**src/rtl/cpu_pkg.sv**
```systemverilog
// cpu_pkg: shared definitions for the MIPS core front end.
//   word_t          32-bit machine word
//   fetch_state_e   fetch sequencer states (IDLE, WAIT, DISCARD)
//   fetch_entry_t   one fetch buffer entry {instr, pc4}
//   RESET_PC_DEF    default PC after reset
//   word_align()    clears the byte-offset bits of an address
package cpu_pkg;

    typedef logic [31:0] word_t;

    localparam word_t RESET_PC_DEF = 32'h0000_3000;

    typedef enum logic [1:0] {
        IDLE    = 2'd0,
        WAIT    = 2'd1,
        DISCARD = 2'd2
    } fetch_state_e;

    typedef struct packed {
        word_t instr;
        word_t pc4;
    } fetch_entry_t;

    function automatic word_t word_align(input word_t addr);
        return addr & 32'hFFFF_FFFC;
    endfunction

endpackage

```
**src/rtl/fetch_unit_if.sv**
```systemverilog
// fetch_unit_if: handshake bundle between the fetch stage and its neighbours.
//   Instruction memory: imem_req/imem_addr (fetch -> mem), imem_gnt,
//                       imem_rvalid, imem_rdata (mem -> fetch)
//   Decode:             id_valid/id_instr/id_pc4 (fetch -> decode),
//                       id_ready (decode -> fetch)
// master: the fetch unit side; slave: memory + decode side.
interface fetch_unit_if;
    import cpu_pkg::*;

    logic  imem_req;
    word_t imem_addr;
    logic  imem_gnt;
    logic  imem_rvalid;
    word_t imem_rdata;

    logic  id_valid;
    logic  id_ready;
    word_t id_instr;
    word_t id_pc4;

    modport master (
        output imem_req, imem_addr, id_valid, id_instr, id_pc4,
        input  imem_gnt, imem_rvalid, imem_rdata, id_ready
    );

    modport slave (
        input  imem_req, imem_addr, id_valid, id_instr, id_pc4,
        output imem_gnt, imem_rvalid, imem_rdata, id_ready
    );

endinterface

```
**src/rtl/fetch_fifo.sv**
```systemverilog
// fetch_fifo: small circular buffer of fetched {instr, pc4} entries.
//   clk_i, rst_i   clock, synchronous active-high reset
//   flush_i        empties the buffer; wins over push_i
//   push_i/data_i  write one entry (caller guarantees space)
//   pop_i          drop the head entry (caller guarantees non-empty)
//   count_o        number of stored entries
//   head_o         oldest entry (contents meaningless when count_o == 0)
module fetch_fifo
    import cpu_pkg::*;
#(
    parameter int unsigned DEPTH = 2
) (
    input  logic                         clk_i,
    input  logic                         rst_i,
    input  logic                         flush_i,
    input  logic                         push_i,
    input  fetch_entry_t                 data_i,
    input  logic                         pop_i,
    output logic [$clog2(DEPTH+1)-1:0]   count_o,
    output fetch_entry_t                 head_o
);

    localparam int unsigned AW = $clog2(DEPTH);
    localparam int unsigned CW = $clog2(DEPTH + 1);

    fetch_entry_t   mem_q [DEPTH];
    logic [AW-1:0]  wr_q;
    logic [AW-1:0]  rd_q;
    logic [CW-1:0]  count_q;

    // DEPTH is a power of two, so the pointers wrap by plain overflow.
    always_ff @(posedge clk_i) begin
        if (rst_i) begin
            mem_q   <= '{default: '0};
            wr_q    <= '0;
            rd_q    <= '0;
            count_q <= '0;
        end else if (flush_i) begin
            wr_q    <= '0;
            rd_q    <= '0;
            count_q <= '0;
        end else begin
            if (push_i) begin
                mem_q[wr_q] <= data_i;
                wr_q        <= wr_q + 1'b1;
            end
            if (pop_i) begin
                rd_q <= rd_q + 1'b1;
            end
            count_q <= count_q + CW'(push_i) - CW'(pop_i);
        end
    end

    assign count_o = count_q;
    assign head_o  = mem_q[rd_q];

endmodule

```
**src/rtl/fetch_unit.sv**
```systemverilog
// fetch_unit: instruction fetch stage.
//   clk, reset     clock, synchronous active-high reset
//   redirect       taken branch/jump from next-PC logic this cycle
//   redirect_pc    branch/jump target (byte offset ignored)
//   bus (master)   instruction memory request/grant/response and
//                  decode valid/ready head {id_instr, id_pc4}
// Keeps at most one memory request outstanding and only issues when the
// buffer has room, so a returning response can always be stored.
module fetch_unit
    import cpu_pkg::*;
#(
    parameter word_t       RESET_PC = RESET_PC_DEF,
    parameter int unsigned DEPTH    = 2
) (
    input  logic            clk,
    input  logic            reset,
    input  logic            redirect,
    input  word_t           redirect_pc,
    fetch_unit_if.master    bus
);

    localparam int unsigned CW = $clog2(DEPTH + 1);

    fetch_state_e   state_q;
    word_t          pc_q;
    word_t          req_pc_q;

    logic [CW-1:0]  count;
    fetch_entry_t   head;
    fetch_entry_t   push_data;
    logic           req;
    logic           grant;
    logic           push;
    logic           pop;

    assign req       = (state_q == IDLE) && (count < CW'(DEPTH));
    assign grant     = req && bus.imem_gnt;
    assign push      = (state_q == WAIT) && bus.imem_rvalid && !redirect;
    assign pop       = (count != '0) && bus.id_ready;
    assign push_data = '{instr: bus.imem_rdata, pc4: req_pc_q + 32'd4};

    fetch_fifo #(
        .DEPTH (DEPTH)
    ) u_fifo (
        .clk_i   (clk),
        .rst_i   (reset),
        .flush_i (redirect),
        .push_i  (push),
        .data_i  (push_data),
        .pop_i   (pop),
        .count_o (count),
        .head_o  (head)
    );

    // Any response that belongs to a pre-redirect request must be swallowed
    // in DISCARD; a response arriving in the redirect cycle itself settles
    // the debt, so the sequencer can go straight back to IDLE.
    always_ff @(posedge clk) begin
        if (reset) begin
            state_q  <= IDLE;
            pc_q     <= RESET_PC;
            req_pc_q <= '0;
        end else if (redirect) begin
            pc_q <= word_align(redirect_pc);
            unique case (state_q)
                IDLE:    state_q <= grant ? DISCARD : IDLE;
                WAIT:    state_q <= bus.imem_rvalid ? IDLE : DISCARD;
                DISCARD: state_q <= bus.imem_rvalid ? IDLE : DISCARD;
                default: state_q <= IDLE;
            endcase
        end else begin
            unique case (state_q)
                IDLE: begin
                    if (grant) begin
                        req_pc_q <= pc_q;
                        pc_q     <= pc_q + 32'd4;
                        state_q  <= WAIT;
                    end
                end
                WAIT, DISCARD: begin
                    if (bus.imem_rvalid) begin
                        state_q <= IDLE;
                    end
                end
                default: state_q <= IDLE;
            endcase
        end
    end

    assign bus.imem_req  = req;
    assign bus.imem_addr = pc_q;
    assign bus.id_valid  = (count != '0);
    assign bus.id_instr  = head.instr;
    assign bus.id_pc4    = head.pc4;

endmodule

```
**src/flat_wrapper.sv**
```systemverilog
// flat-port wrapper written by rule: the top's interface ports become plain ports
module fetch_unit_flat import cpu_pkg::*;
#(
    parameter word_t       RESET_PC = RESET_PC_DEF,
    parameter int unsigned DEPTH    = 2
)
  (clk, reset, redirect, redirect_pc, bus_imem_req, bus_imem_addr, bus_id_valid, bus_id_instr, bus_id_pc4, bus_imem_gnt, bus_imem_rvalid, bus_imem_rdata, bus_id_ready);
  fetch_unit_if bus_i ();
  input  logic clk;
  input  logic reset;
  input  logic redirect;
  input  word_t redirect_pc;
  output wire logic [$bits(bus_i.imem_req)-1:0] bus_imem_req;
  output wire logic [$bits(bus_i.imem_addr)-1:0] bus_imem_addr;
  output wire logic [$bits(bus_i.id_valid)-1:0] bus_id_valid;
  output wire logic [$bits(bus_i.id_instr)-1:0] bus_id_instr;
  output wire logic [$bits(bus_i.id_pc4)-1:0] bus_id_pc4;
  input wire logic [$bits(bus_i.imem_gnt)-1:0] bus_imem_gnt;
  input wire logic [$bits(bus_i.imem_rvalid)-1:0] bus_imem_rvalid;
  input wire logic [$bits(bus_i.imem_rdata)-1:0] bus_imem_rdata;
  input wire logic [$bits(bus_i.id_ready)-1:0] bus_id_ready;
  assign bus_imem_req = bus_i.imem_req;
  assign bus_imem_addr = bus_i.imem_addr;
  assign bus_id_valid = bus_i.id_valid;
  assign bus_id_instr = bus_i.id_instr;
  assign bus_id_pc4 = bus_i.id_pc4;
  assign bus_i.imem_gnt = bus_imem_gnt;
  assign bus_i.imem_rvalid = bus_imem_rvalid;
  assign bus_i.imem_rdata = bus_imem_rdata;
  assign bus_i.id_ready = bus_id_ready;
  fetch_unit #(.RESET_PC(RESET_PC), .DEPTH(DEPTH)) u_core (.clk(clk), .reset(reset), .redirect(redirect), .redirect_pc(redirect_pc), .bus(bus_i));
endmodule
```
**config.mk**
```make
export PLATFORM = sky130hd
export DESIGN_NAME = fetch_unit_flat
export DESIGN_NICKNAME = d
export VERILOG_FILES = /design/src/rtl/cpu_pkg.sv /design/src/rtl/fetch_unit_if.sv /design/src/rtl/fetch_fifo.sv /design/src/rtl/fetch_unit.sv /design/src/flat_wrapper.sv
export SDC_FILE = /design/constraint.sdc
export NUM_CORES = 1
export LEC_CHECK = 0
export ABC_CLOCK_PERIOD_IN_PS = 2190
export BUFFER_PORTS_ARGS = -buffer_cell sky130_fd_sc_hd__buf_2
export CAP_MARGIN = 10
export CORE_UTILIZATION = 35
export DETAILED_ROUTE_END_ITERATION = 8
export MAX_ROUTING_LAYER = met4
export PLACE_DENSITY = 0.55
export REMOVE_ABC_BUFFERS = 1
export SYNTH_ARGS = -nofsm -noshare
export SYNTH_HDL_FRONTEND = slang
export SYNTH_HIERARCHICAL = 1
export SYNTH_SLANG_ARGS = --single-unit
```
**constraint.sdc**
```tcl
create_clock -name clk -period 2.19 [get_ports clk]
set_clock_uncertainty 0.1 [all_clocks]
set_input_delay 0 -clock clk [delete_from_list [all_inputs] [get_ports clk]]
set_output_delay 0 -clock clk [all_outputs]
set_load 0.05 [all_outputs]
```
==> run metrics, run 1 <==
status complete, no violations; post-synth top area cell dfxtp_1; Max rail drop VDD about 0.00036 V; starting density of the core 0.3604; Yosys top cell area share 0.3965; antenna cells 0; CP startpoint kind register; Die X 169.3 µm; gr ovfl total 0; critical path class register to register; Setup-failing EPs final 0; Area after DPL ~0.011 mm²; Port Buffers approximately 160; H-tree depth 4; fin util 0.4626; Most used DFF post-synth dfxtp_1; Clock Sinks between 150 and 200; gpl congestion about 0.80; syn_area_per_cell 9.328 µm²; Die ar. around 0.029 mm²; vias in the first global route 7,782; Yosys warnings 6; Cell Count, Final, Fillers Out 1,675; worst slew pin tran 513.9 ps; initial DRC count around 360; ANT nets after route 0; clk slew on worst S/H paths ~70 ps; Final Hold Fails 0; number of flops mapped to enable cells by yosys 0; vias approximately 8,000; post-synth cell types 57; count leader, synth nand2b_1; compound-cell area share of the yosys netlist 0.05416; Syn Inst Count roughly 1,100; fillcell total between 2,000 and 3,000; Cell Rows 60; pwr dens approximately 590 mW/mm²; worst min-delay path category primary input to register; Total GRT Usage 0.1799; hold slack 24.13 ps; synth top area cells dfxtp_1, mux2i_1, nand2b_1, mux2_2, nand2_1; main combinational cell family by area after synthesis simple AND/OR/NAND/NOR gates; Rel. slew slack 0.6574; FMAX ~0.47 GHz; CP arrival ~2400 ps; initial antenna violation count 0; Final Cycle Share 0.9678; die height between 150 and 200 µm; FF+latch count, synth 194; worst slack, placed around 27 ps; fin worst setup slack approximately 71 ps; sequential element share of the synthesized area 0.3965; Core Box Area around 0.027 mm²; DR pass1 iterations 4; minimum clock period between 2000 and 2500 ps; mux share of post-synthesis cell area 0.2044; Post-layout nets between 1,000 and 1,500; Placed Cells ~1,600; largest net degree at the start of global routing about 90; fin area about 0.013 mm²; most frequent cells after synthesis nand2b_1, dfxtp_1, mux2i_1; boundary pin count 168; Max-Cap Viols 0; fin. max-slew vios 0; Simple-Gate Fraction of Synth Area 0.2522; Mapped Area 0.009794 mm²; Layout Area Growth over Synthesis 28.36%; CTS tree built; Avg WL per Cell 14.79 µm; layout cell share with drive strength beyond 1 0.2655; hpwl dp 16.92 mm; Adder-Cell Fraction of Synth Area 0.008942; post-route setup TNS 0 ps; CP max FO 8; Power Total 7.476 mW; CP Data Required Time between 2000 and 2500 ps; Via density 4.752; CTS max path bufs 2; first-pass GRT wire length between 40 and 50 mm; DRT Wirelength 24.78 mm; Root Driver clkbuf_16; clk_lat worst skew 430 ps; Synth async-reset ratio 0; Leak around 5.3 nW; Inserted Clock Buffers 17; Synth Area in XOR/XNOR 0.03896; Residual DRC 0; Worst setup EP type register
worst max-delay path, stage by stage (launching register included):
cell      delay [ps]
dfxtp_2          340
inv_2             50
ha_2             170
nand3b_1          90
or4_4            490
or4_4            540
a311oi_2         260
state kept, by name (all words and copies together) (netlist names):
| register | cells |
|---|---|
| u_core/bus.imem_addr | 30 |
| u_core/req_pc_q | 30 |
| u_core/state_q | 2 |
| u_core/u_fifo/count_o | 2 |
| u_core/u_fifo/mem_q | 128 |
| u_core/u_fifo/rd_q | 1 |
| u_core/u_fifo/wr_q | 1 |
power breakdown:
group / internal [mW] / total, mW / switching (mW) / leakage, nW
Sequential: 3.59 / 3.65 / 0.0583 / 1.57
Combinational: 0.384 / 0.918 / 0.534 / 3.51
Clock: 1.46 / 2.91 / 1.45 / 0.255
metal layers:
layer,share of wire,track usage,vias up
li1,-,-,4088
met1,0.51,0.2435,3700
met4,0.018,0.06306,0
met2,0.45,0.2773,146
met5,0,-,-
met3,0.026,0.02029,26
timing repair:
action	4_1_cts	5_1_grt
hold buffers	65	0
hold endpoints to repair	115	0
resized for setup	0	16
buffers inserted	0	1
endpoints found under the setup margin	0	23
path summary, 6_finish.rpt:
check	depth (start not counted)	slack, ps	from	end
hold reg to reg	2	370	u_core/u_fifo/mem_q[69]$_SDFFE_PP0P_	u_core/u_fifo/mem_q[69]$_SDFFE_PP0P_
hold / removal	4	20	redirect	u_core/bus.imem_addr[22]$_SDFFE_PP0P_
setup reg to reg	6	70	u_core/state_q[1]$_SDFFE_PP0P_	u_core/bus.imem_addr[19]$_SDFFE_PP0P_
setup / recovery	6	70	u_core/state_q[1]$_SDFFE_PP0P_	u_core/bus.imem_addr[19]$_SDFFE_PP0P_
placed cells by master, fill, tap and decap left out, drive strengths merged, types with 7 or more instances in the layout:
cell type and n:
nand2b 195, nand4 18, mux2 64, o21ai 8, clkbuf 17, dfxtp 194, nor3b 7, a211oi 13
nor4 9, mux2i 128, nand3 26, nor3 14, ha 7, a21oi 40, and4 11, buf 228
xnor2 26, xor2 15, nor2 36, nand2 87, dlygate4sd3 65, inv 26, or4 7
logic make-up (layout without fill, tap and decap cells):
family,Yosys count,in the layout
AND/OR/NAND/NOR,437,437
flip-flops,194,194
multiplexers,192,192
buffers and inverters,94,344
AO/OA/AOI/OAI,83,83
XOR/XNOR,42,42
adder cells (fa/ha/maj),7,7
other,1,4
layout make-up:
type	count	area [µm²]	area share
Inverter	21	78.83	0.006270
Timing Repair Buffer	293	2077	0.1652
Sequential cell	194	3889	0.3093
Clock buffer	17	425.4	0.03384
Clock inverter	13	102.6	0.008161
Multi-Input combinational cell	765	5534	0.4402
Tap cell	372	465.4	0.03702
No activity file was read; power rests on OpenSTA's default activity.
==> run 2, diff against run 1 <==
- GPL_TIMING_DRIVEN: unset -> 0
==> run 2 against run 1 <==
  * Non-clock buffer count fell by 32
  * Worst setup slack gained 2.1 ps
  * Combinational power is 11% lower
  * Via count shrank 0.99%
  * Total power rose by 0.84%
  * Utilization fell by 0.15 points
  * Critical path type unchanged
==> run metrics, run 2 (synthesis results as in run 1) <==
Max-Cap Viols 0 (unchanged); antenna cells 0 (unchanged); pwr dens 601.6 mW/mm² (+1.2%); Final Cycle Share 0.9668 (about the same); hpwl dp 15.74 mm (-7.0%); Largest register FFs 128 (unchanged); Die ar. 0.02866 mm² (unchanged); initial antenna violation count 0 (unchanged); CP startpoint kind register; DR pass1 iterations 4 (unchanged); most common cell after layout, fill and taps aside nand2b_1; Max rail drop VDD 0.0004157 V (+15%); minimum clock period 2117 ps (-2.058 ps); starting density of the core 0.3604 (unchanged); vias 7,881 (-0.99%); Residual DRC 0 (unchanged); hold slack 53.23 ps (+29.10 ps); Clock Sinks 194 (unchanged); Worst setup EP type register; CP max FO 5 (-3); initial DRC count 366 (+3.1%); Placed Cells 1,525 (-3.4%); largest net degree at the start of global routing 136 (+53%); slowest cell delay on critical path 590 ps (+50 ps); CTS tree built; worst slack, placed -1682 ps (-1709 ps); first-pass GRT wire length 39.32 mm (-2.3%); Avg WL per Cell 15.05 µm (+1.8%); fin worst setup slack 72.67 ps (+2.058 ps); unrepaired setup endpoints after global routing true; Via density 4.791 (+0.81%); CP dominant cell by count buf_4; Die X 169.3 µm (unchanged); fin. max-slew vios 0 (unchanged); Layout Area Growth over Synthesis 27.95%; boundary pin count 168 (unchanged); Cell Rows 60 (unchanged); Comb pwr share 0.108 (-0.015); Total GRT Usage 0.1747 (-0.005238); die height 169.3 µm (unchanged); gpl congestion 0.8083 (+1.1%); fillcell total 2,688 (-0.15%); Internal Pwr Total 5.462 mW (+0.45%); most frequent cells in the layout nand2b_1, dfxtp_1, buf_2; critical path class register to register; CP cell instances inv_2 > ha_4 > buf_4 > nand4b_1 > or4_4 > buf_4 > o21ai_0 > a221oi_1; Setup-failing EPs final 0 (unchanged); worst reg-to-reg path cell count 8 (+2); worst min-delay path category primary input to register; H-tree depth 4 (unchanged); Power Total 7.539 mW (+0.84%); Net Switching 2.077 mW (+1.9%); status complete, no violations; worst slew pin tran 766.7 ps (+252.8 ps); layout cell share with drive strength beyond 1 0.2687 (+0.003116); clk slew on worst S/H paths 80 ps (about the same); vias in the first global route 7,585 (-2.5%); Clock Power Share 0.399 (+0.010); Leak 5.240 nW (-1.8%); CP Data Required Time 2360 ps (-80 ps); Rel. slew slack 0.4889 (-0.1685); clk_lat worst skew 420 ps (about the same); Final Hold Fails 0 (unchanged); slowest CP cell or4_4; CTS max path bufs 2 (unchanged); share of total power in sequential cells 0.492 (+0.004); DRT Wirelength 24.76 mm (about the same); Port Buffers 163 (unchanged); Cell Count, Final, Fillers Out 1,645 (-1.8%); FMAX 0.4723 GHz (about the same); CP arrival 2290 ps (-80 ps); Inserted Clock Buffers 17 (unchanged); gr ovfl total 0 (unchanged); ANT nets after route 0 (unchanged); switch share 0.2755 (+0.002843); Root Driver clkbuf_16; Top reg by flops u_core/u_fifo/mem_q; Hold Path Depth 3 (-1); Core Box Area 0.02718 mm² (unchanged); Post-layout nets 1,337 (-2.3%)
[run 2: final timing paths]
path	from	slack (ps)	end
hold / removal	redirect	50	u_core/bus.imem_addr[21]$_SDFFE_PP0P_
setup reg to reg	u_core/state_q[0]$_SDFFE_PP0P_	70	u_core/bus.imem_addr[18]$_SDFFE_PP0P_
hold reg to reg	u_core/u_fifo/mem_q[83]$_SDFFE_PP0P_	370	u_core/u_fifo/mem_q[83]$_SDFFE_PP0P_
setup / recovery	u_core/state_q[0]$_SDFFE_PP0P_	70	u_core/bus.imem_addr[18]$_SDFFE_PP0P_
[run 2: area by class of cell]
| class | instances | area [µm²] | area share |
|---|---|---|---|
| Clock buffer | 18 | 439.2 | 0.03504 |
| Clock inverter | 14 | 117.6 | 0.009385 |
| Inverter | 21 | 83.83 | 0.006689 |
| Multi-Input combinational cell | 765 | 5638 | 0.4499 |
| Sequential cell | 194 | 3913 | 0.3122 |
| Tap cell | 372 | 465.4 | 0.03714 |
| Timing Repair Buffer | 261 | 1876 | 0.1497 |
[run 2: layer usage]
layer  GRT usage  vias up  routed length [µm]
met5           -        -                   0
met1      0.2372     3740               12530
met4     0.04152        0                 154
met2      0.2720      117               11550
li1            -     4018                   -
met3     0.02635        6                 519
[run 2: worst max-delay path: cells and delay by family, from the launching register on]
| kind | cells | cell delay, ps |
|---|---|---|
| flip-flops | 1 | 340 |
| AND/OR/NAND/NOR | 2 | 780 |
| buffers and inverters | 3 | 340 |
| AO/OA/AOI/OAI | 2 | 260 |
| adder cells (fa/ha/maj) | 1 | 130 |
[run 2: per-stage QoR]
step / TNS (ps) / cell area, µm² / utilization
floorplan: -94310 / 9449 / -
global placement: -509670 / 10730 / 0.3948
detailed placement: -235660 / 10960 / 0.4033
CTS: 0 / 12390 / 0.4559
global route: -20.86 / 12530 / 0.4611
finish: 0 / 12530 / 0.4611
[run 2: power by group through the flow]
stage               Combinational [mW]  Clock, mW  Sequential [mW]
floorplan                        0.303          0             3.89
global placement                 0.693          0             3.79
detailed placement               0.699          0             3.79
CTS                              0.809       3.13             3.71
global route                     0.883       3.29             3.73
finish                           0.817       3.01             3.71
[run 2: repair_timing]
item	4_1_cts	5_1_grt
setup endpoints to repair	181	74
buffers inserted	14	6
endpoints found under the hold margin	98	0
pin swaps	10	10
hold buffers	68	0
gates cloned	0	0
resized for setup	25	31
==> run 3, diff against run 2 <==
- BUFFER_PORTS_ARGS: -buffer_cell sky130_fd_sc_hd__buf_2 -> -buffer_cell sky130_fd_sc_hd__buf_4
==> run 3 against run 2 <==
  * Sequential share of layout area shrank 1.2 points
  * Sequential cell count is the same
  * Die area is the same
  * Routed wire length grew 0.59%
  * Fmax shrank 2.9%
  * Sequential power is essentially flat
  * First-iteration DRC count shrank 1.9%
  * Count of clock-buffer cells in the layout is the same
==> run metrics, run 3 (synthesis results as in run 1) <==
Hold EP u_core/bus.imem_addr[22]$_SDFFE_PP0P_; Inserted Clock Buffers 17 (unchanged); vias in the first global route 7,622 (+0.49%); Max rail drop VDD 0.0004144 V (-0.33%); Largest register FFs 128 (unchanged); Max-Cap Viols 0 (unchanged); fin. max-slew vios 0 (unchanged); r2r setup slk 10 ps (-60 ps); Net Switching 2.064 mW (-0.59%); Area after DPL 0.01133 mm² (+3.4%); Die X 169.3 µm (unchanged); CP startpoint kind register; Worst setup EP type register; Layout Area Growth over Synthesis 32.95%; hpwl dp 15.76 mm (+0.15%); start point of the critical path u_core/state_q[0]$_SDFFE_PP0P_; status complete, no violations; Setup-failing EPs final 0 (unchanged); FMAX 0.4588 GHz (-2.9%); clk_lat worst skew 430 ps (about the same); Total GRT Usage 0.1770 (+0.002336); CP arrival 2420 ps (+130 ps); DR pass1 iterations 4 (unchanged); critical path class register to register; FF-to-FF End u_core/bus.imem_addr[26]$_SDFFE_PP0P_; clk slew on worst S/H paths 80 ps (about the same); Final Hold Fails 0 (unchanged); Residual DRC 0 (unchanged); CTS max path bufs 2 (unchanged); initial antenna violation count 0 (unchanged); layout cell share with drive strength beyond 1 0.2646 (-0.004020); worst slew pin tran 597.6 ps (-169.1 ps); ANT nets after route 0 (unchanged); antenna cells 0 (unchanged); Top reg by flops u_core/u_fifo/mem_q; Cell Rows 60 (unchanged); die height 169.3 µm (unchanged); vias 8,022 (+1.8%); Comb pwr share 0.115 (+0.007); largest net degree at the start of global routing 169 (+24%); worst reg-to-reg path cell count 8 (unchanged); most frequent cells in the layout nand2b_1, buf_4, dfxtp_1; RR Startpoint u_core/state_q[0]$_SDFFE_PP0P_; Root Driver clkbuf_16; Post-layout nets 1,346 (+0.67%); fin area 0.01302 mm² (+3.9%); CP max FO 7 (+2); starting density of the core 0.3604 (unchanged); unrepaired setup endpoints after global routing true; Final Cycle Share 0.9953 (+0.02844); Port Buffers 163 (unchanged); DRT Wirelength 24.91 mm (+0.59%); fin util 0.4791 (+0.01800); Via density 4.853 (+1.3%); H-tree depth 4 (unchanged); gr ovfl total 0 (unchanged); Core Box Area 0.02718 mm² (unchanged); gpl congestion 0.7965 (-1.5%); most common cell after layout, fill and taps aside nand2b_1; Internal Pwr Total 5.840 mW (+6.9%); Rel. slew slack 0.6016 (+0.1127); share of total power in sequential cells 0.470 (-0.022); Hold Path Depth 3 (unchanged); Hold Startpoint redirect; Avg WL per Cell 15.07 µm (+0.11%); initial DRC count 359 (-1.9%); fillcell total 2,652 (-1.3%); CP Data Required Time 2430 ps (+70 ps); Die ar. 0.02866 mm² (unchanged); Leak 5.367 nW (+2.4%); minimum clock period 2180 ps (+62.29 ps); switch share 0.2612 (-0.01428); worst min-delay path category primary input to register; first-pass GRT wire length 39.87 mm (+1.4%); Clock Power Share 0.415 (+0.016); CTS tree built; boundary pin count 168 (unchanged); Clock Sinks 194 (unchanged); pwr dens 607.1 mW/mm² (+0.91%)
[run 3: changes by cell type in the layout (fill, tap and decap cells not counted), moves of 2 or more]
cell,previous run,this run
dfxtp_1,173,180
dfxtp_2,20,12
buf_16,5,2
nor3b_1,3,5
buf_4,20,188
a2111oi_1,2,0
buf_2,161,0
nor3b_2,3,1
bufinv_16,0,3
buf_6,1,3
[run 3: area by class of cell]
cell class	count	area (µm²)	area share
Clock buffer	18	429.2	0.03296
Clock inverter	13	173.9	0.01336
Inverter	21	83.83	0.006438
Multi-Input combinational cell	765	5642	0.4333
Sequential cell	194	3906	0.3000
Tap cell	372	465.4	0.03575
Timing Repair Buffer	270	2321	0.1782
[run 3: worst max path at each step]
stage | endpoint | slack [ps] | depth (start not counted)
6_report | u_core/bus.imem_addr[26]$_SDFFE_PP0P_ | 10 | 8
5_1_grt | u_core/bus.imem_addr[26]$_SDFFE_PP0P_ | -50 | 8
4_1_cts | u_core/bus.imem_addr[23]$_SDFFE_PP0P_ | -8 | 4
3_5_place_dp | u_core/u_fifo/mem_q[31]$_SDFFE_PP0P_ | -1280 | 7
3_3_place_gp | u_core/u_fifo/mem_q[94]$_SDFFE_PP0P_ | -3310 | 5
2_1_floorplan | u_core/u_fifo/mem_q[100]$_SDFFE_PP0P_ | -1310 | 5
[run 3: power groups by stage]
stage / combinational, mW / sequential (mW) / clock [mW]
2_1_floorplan: 0.303 / 3.89 / 0
3_3_place_gp: 0.744 / 3.79 / 0
3_5_place_dp: 0.759 / 3.79 / 0
4_1_cts: 0.893 / 3.71 / 3.39
5_1_grt: 0.979 / 3.73 / 3.54
6_report: 0.910 / 3.71 / 3.28
[run 3: metrics by stage]
stage	worst slack [ps]	instances	setup TNS [ps]	total power, mW	hold WS (ps)
after global placement	-3306	1515	-423080	4.535	161.6
after floorplan	-1311	980	-94310	4.190	-30.93
final	10.37	1653	0	7.905	44.91
after global routing	-51.81	1653	-203.9	8.243	63.05
after CTS	-8.322	1646	-8.322	7.992	9.510
after detailed placement	-1284	1524	-163540	4.548	174.6
[run 3: routing by layer]
layer  vias up  part of all wire  routed length [µm]  GRT usage
met2       141              0.46               11470     0.2745
met5         -                 0                   0          -
met4         0             0.013                 330    0.05053
li1       4052                 -                   -          -
met1      3815              0.50               12500     0.2426
met3        14             0.024                 608    0.01982
[run 3: repair_timing]
item,4_1_cts,5_1_grt
hold buffers,69,0
buffers inserted,22,6
gates cloned,0,2
pin swaps,14,7
gates resized for setup,23,23
hold endpoints to repair,124,0
setup endpoints to repair,178,76
[run 3: worst max-delay path: stages, from the launching register on]
cell,delay (ps)
dfxtp_2,330
inv_2,80
ha_4,140
buf_4,100
buf_4,100
nand4b_1,200
or4_4,550
o21a_1,240
a2111oi_4,260
